## config.mk

```make
export PLATFORM = sky130hd
export DESIGN_NAME = uart_rx_byte
export DESIGN_NICKNAME = d
export VERILOG_FILES = /design/src/rtl/uart_rx_byte.sv
export SDC_FILE = /design/constraint.sdc
export NUM_CORES = 1
export LEC_CHECK = 0
export ABC_AREA = 1
export CAP_MARGIN = 20
export CORE_MARGIN = 8
export CORE_UTILIZATION = 65
export CTS_BUF_LIST = sky130_fd_sc_hd__clkbuf_4 sky130_fd_sc_hd__clkbuf_8
export DETAILED_ROUTE_END_ITERATION = 12
export HOLD_SLACK_MARGIN = 0.03
export PLACE_DENSITY = 0.87
export SYNTH_ARGS = -nofsm -noshare
export SYNTH_HDL_FRONTEND = slang
export SYNTH_SLANG_ARGS = --single-unit
```

## constraint.sdc

```tcl
create_clock -name clk -period 4.1 [get_ports clk]
set_input_delay 0.82 -clock clk [delete_from_list [all_inputs] [get_ports clk]]
set_output_delay 0.82 -clock clk [all_outputs]
set_load 0.05 [all_outputs]
```

## src/rtl/uart_rx_byte.sv

```systemverilog
// 8N1 serial receiver feeding the byte hold latch: mid-bit sampling, one-cycle load strobe,
// sticky framing-error flag and break detection.
`timescale 1ns/1ps
module uart_rx_byte #(
    parameter int unsigned CLKS_PER_BIT = 1042,
    parameter int unsigned HALF_BIT     = CLKS_PER_BIT / 2
) (
    input  logic       clk,
    input  logic       rst,
    input  logic       rx,
    output logic [7:0] data,
    output logic       load,
    output logic       frame_err,
    output logic       busy
);

    localparam int unsigned CntW = $clog2(CLKS_PER_BIT);
    localparam logic [CntW-1:0] HalfLast = CntW'(HALF_BIT - 1);
    localparam logic [CntW-1:0] BitLast  = CntW'(CLKS_PER_BIT - 1);

    typedef enum logic [2:0] {StIdle, StStart, StData, StStop, StBreak} state_e;

    state_e          state_q;
    logic            rx_meta_q;
    logic            rx_s_q;
    logic [1:0]      sync_fill_q;
    logic            armed_q;
    logic [CntW-1:0] cnt_q;
    logic [2:0]      idx_q;
    logic [7:0]      shift_q;
    logic [7:0]      data_q;
    logic            load_q;
    logic            frame_err_q;

    always_ff @(posedge clk) begin
        if (rst) begin
            state_q     <= StIdle;
            rx_meta_q   <= 1'b1;
            rx_s_q      <= 1'b1;
            sync_fill_q <= 2'b00;
            armed_q     <= 1'b0;
            cnt_q       <= '0;
            idx_q       <= '0;
            shift_q     <= '0;
            data_q      <= '0;
            load_q      <= 1'b0;
            frame_err_q <= 1'b0;
        end else begin
            rx_meta_q   <= rx;
            rx_s_q      <= rx_meta_q;
            sync_fill_q <= {sync_fill_q[0], 1'b1};
            // Start bits are only accepted after the real line has been seen idle-high, so a
            // reset in mid-frame does not resynchronise onto the tail of the abandoned frame.
            if (sync_fill_q[1] && rx_s_q) begin
                armed_q <= 1'b1;
            end
            load_q <= 1'b0;

            case (state_q)
                StIdle: begin
                    if (armed_q && !rx_s_q) begin
                        cnt_q   <= '0;
                        state_q <= StStart;
                    end
                end
                StStart: begin
                    if (cnt_q == HalfLast) begin
                        cnt_q <= '0;
                        if (rx_s_q) begin
                            state_q <= StIdle;
                        end else begin
                            idx_q   <= '0;
                            state_q <= StData;
                        end
                    end else begin
                        cnt_q <= cnt_q + CntW'(1);
                    end
                end
                StData: begin
                    if (cnt_q == BitLast) begin
                        cnt_q          <= '0;
                        shift_q[idx_q] <= rx_s_q;
                        idx_q          <= idx_q + 3'd1;
                        if (idx_q == 3'd7) begin
                            state_q <= StStop;
                        end
                    end else begin
                        cnt_q <= cnt_q + CntW'(1);
                    end
                end
                StStop: begin
                    if (cnt_q == BitLast) begin
                        cnt_q <= '0;
                        if (rx_s_q) begin
                            data_q      <= shift_q;
                            load_q      <= 1'b1;
                            frame_err_q <= 1'b0;
                            state_q     <= StIdle;
                        end else begin
                            frame_err_q <= 1'b1;
                            state_q     <= StBreak;
                        end
                    end else begin
                        cnt_q <= cnt_q + CntW'(1);
                    end
                end
                StBreak: begin
                    if (rx_s_q) begin
                        state_q <= StIdle;
                    end
                end
                default: state_q <= StIdle;
            endcase
        end
    end

    assign data      = data_q;
    assign load      = load_q & ~rst;
    assign frame_err = frame_err_q;
    assign busy      = (state_q != StIdle);

endmodule
```

==> summary.log <==
qor: synthesis.synthDistinctLibCells 29
qor: worst_setup_path.timing.critical_path.mode_cell clkdlybuf4s50_1
qor: synthesis.synth_common_cells nand2_1, nor2_1, dfxtp_1, inv_1, nand3_1
qor: cells_and_area.syn_to_final_growth 12.4%
qor: worst_setup_path.cpLargestDelayFamily buffers and inverters
qor: cells_and_area.drive_gt1_frac 0.117
qor: sta.rsz0062_at_grt no
qor: synthesis.portion_of_the_post_synthesis_area_used_by_sequential_elements 0.393
qor: sta.worst_slew_pin_slew 0.504 ns
qor: clock_network.cts_sinks 40
qor: placement.io_buffers 13
qor: floorplan.placementRows 20
qor: synthesis.area_of_the_mapped_netlist 0.00204 mm2
qor: clock_network.number_of_cts_inserted_buffers 5
qor: synthesis.synth-seq-cells 40
qor: global_routing.wire_length_of_the_first_global_routing_pass 6970 um
qor: global_routing.pin_count_of_the_biggest_net_entering_global_routing 20
qor: synthesis.post_synth_xor_area_fraction 0.0129
qor: sta.slew_violations 0
qor: floorplan.initial_standard_cell_utilization_of_the_core 0.673
qor: sta.timing_hold_violations_final 0
qor: detailed_routing.finalWirelength 4170 um
qor: worst_setup_path.cpMaxStageDelayCell clkdlybuf4s50_1
qor: worst_setup_path.crit_path_end load
qor: synthesis.synth_mux_area_frac 0
qor: floorplan.design.portCount 14
qor: clock_network.clk_latency 0.36 ns
qor: sta.relSlewSlack 0.664
qor: job.max_cap_viol_count 0
qor: worst_setup_path.worst_path_cell_trace clkdlybuf4s50_1 -> nor2_1 -> clkdlybuf4s50_1
qor: synthesis.yosysTopAreaCell dfxtp_1
qor: floorplan.die_area 0.00518 mm2
qor: placement.gp_congestion 0.909
qor: synthesis.post_synth_main_area_contributors dfxtp_1, nand2_1, nor2_1
qor: sta.tns 0 ns
qor: worst_setup_path.worstPathBufferInverterCount 2
qor: clock_network.cts_max_level 2
qor: worst_setup_path.regToRegStartpoint state_q[2]
qor: detailed_routing.maxUsedRoutingLayer met4
qor: detailed_routing.length_of_the_first_detailed_routing_pass_in_iterations 4
qor: cells_and_area.fillers 252
qor: synthesis.synth_async_sr_flop_share 0
qor: synthesis.synth_top_area_frac 0.393
qor: detailed_routing.drc 0
qor: run_status.status complete, no violations
qor: global_routing.grt_pass1_vias 1577
qor: placement.dp_hpwl 3030 um
qor: clock_network.clock-root-buffer clkbuf_4
qor: sta.fin_hold_ws 0.424 ns
qor: global_routing.grt_overflow 0
qor: sta.final_min_period_over_clock_period 0.747
qor: worst_setup_path.rr_endpoint shift_q[2]
qor: cells_and_area.insertedDiodeCount 0
qor: detailed_routing.routed-via-count 1820
qor: global_routing.grt_antenna_before_repair 0
qor: sta.setup_viol 0
qor: worst_setup_path.critical-path-max-stage-delay 0.82 ns
qor: power_and_ir_drop.power.ir.vdd_worst 363 uV
qor: power_and_ir_drop.power.density 503 mW/mm2
qor: synthesis.synth_compound_gate_area_share 0.0713
qor: detailed_routing.met1Wirelength 1970 um
qor: global_routing.grtUsageTotal 0.170
qor: clock_network.postCtsSetupBuffers 0
qor: synthesis.synth_fa_ha_area_frac 0.0307
qor: synthesis.most_numerous_cell_in_the_yosys_netlist nand2_1
qor: sta.finClkSkew 0.00944 ns
qor: detailed_routing.wl_met3 195 um
qor: synthesis.yosys_most_used_dff dfxtp_1
qor: floorplan.die-height 72.0 um
qor: hold_path.min-delay-path-class flip-flop to flip-flop
qor: clock_network.cts_tree done
qor: sta.min_period 3.06 ns
qor: detailed_routing.detail_route.vias_per_cell 5.19
qor: worst_setup_path.critical_path.startpoint rst
qor: synthesis.postSynthCellCount 290
qor: clock_network.hold_buf_cts 0
qor: worst_setup_path.worstSetupPathDepth 3
qor: clock_network.clkSlewWorstSetupHoldPaths 0.12 ns
qor: detailed_routing.remaining_antenna_violation_count_after_routing 0
qor: worst_setup_path.timing.critical_path.to_type output port
qor: worst_setup_path.crit_path_start_kind input pin
qor: sta.highest_clock_frequency_the_design_can_meet 327 MHz
qor: worst_setup_path.r2r_cells 7
qor: detailed_routing.detail_route.iter0.violations 154
qor: worst_setup_path.critical_path_required_time 3.28 ns
qor: cells_and_area.nNetsFinal 314
qor: worst_setup_path.reg2reg_setup_slack 2.24 ns
qor: synthesis.synthSimpleGateAreaFrac 0.415
qor: synthesis.synth-warning-count 0
qor: clock_network.clk_path_buf_depth 2
qor: clock_network.cts_repair_resize_count 0
qor: floorplan.design.core.area 0.00303 mm2
qor: floorplan.horizontal_die_dimension 72.0 um
qor: detailed_routing.route.detailed.wl_per_inst 11.9 um
qor: synthesis.syn_nets 298
qor: worst_setup_path.path_max_fanout 2
qor: detailed_routing.met2_length 1930 um
qor: synthesis.count_of_flip_flops_with_a_built_in_enable_after_synthesis 0
qor: synthesis.main_combinational_cell_family_by_area_after_synthesis simple AND/OR/NAND/NOR gates
qor: worst_setup_path.cp_data_arrival_time 2.24 ns
qor: worst_setup_path.critPathKind input pin to output port
qor: power_and_ir_drop.p_leak 0.898 nW
qor: synthesis.syn-mean-instance-area 7.02 um2
where the power goes:
group / leakage [nW] / internal [W] / switching [W] / total [W]
Sequential: 0.324 / 0.000412 / 0.0000346 / 0.000447
Combinational: 0.526 / 0.000131 / 0.000292 / 0.000423
Clock: 0.0484 / 0.000146 / 0.000136 / 0.000282
routing by layer:
metal	track usage	vias to the layer above
met5	0	-
met2	0.273	43
met4	0.0748	0
met1	0.207	817
met3	0.0441	5
li1	-	955
registers in the layout (all words and copies together) (netlist names), 2 cells and up:
signal       cells
state_q          3
shift_q          8
data             8
idx_q            3
cnt_q           11
sync_fill_q      2
placed cells by master, fill, tap and decap left out, drive strengths merged, types with 6 or more instances in the layout:
cell,instances
nand2,87
nor2,50
dfxtp,40
inv,32
nand3,24
a21oi,16
nand4,13
clkdlybuf4s50,13
o21ai,7
clkbuf,6
area by class of cell:
cell class / count / area (um2) / share of cell area
multi-input cells: 212 / 1080 / 0.472
flip-flops and latches: 40 / 801 / 0.350
repair buffers: 14 / 138 / 0.0601
inverters: 33 / 126 / 0.0552
well taps: 44 / 55.1 / 0.0240
clock buffers: 6 / 51.3 / 0.0224
clock inverters: 2 / 38.8 / 0.0169
worst min-delay path, cell delays in order (launching register included):
cell and delay, ns:
dfxtp_1 0.32, inv_1 0.04, nor2_1 0.03
stage by stage:
step	utilization	cells	total power [W]	setup slack, ns	area [um2]
finish	0.756	351	0.00115	1.04	2290
global route	0.756	351	0.00122	0.969	2290
CTS	0.756	351	0.00116	1.02	2290
detailed placement	0.726	343	0.000875	1.04	2200
global placement	0.726	343	0.000863	1.05	2200
floorplan	-	290	0.000796	1.37	2040
cell families after synthesis:
group,after synthesis
xor gates and xnor gates,3
adders and majority gates,5
and+or+nand+nor,180
AOI/OAI and AO/OA,24
buffers and inverters,38
DFF,40
how the worst min path moves through the flow:
stage              startpoint              to  slack (ns)  depth (start not counted)
2_1_floorplan  sync_fill_q[0]  sync_fill_q[1]        0.39                          2
3_3_place_gp   sync_fill_q[0]  sync_fill_q[1]        0.39                          2
3_5_place_dp   sync_fill_q[0]  sync_fill_q[1]        0.40                          2
4_1_cts        sync_fill_q[0]  sync_fill_q[1]        0.43                          2
5_1_grt             rx_meta_q          rx_s_q        0.45                          1
6_report       sync_fill_q[0]  sync_fill_q[1]        0.42                          2
Note: power is estimated with default switching activity, not from simulation.
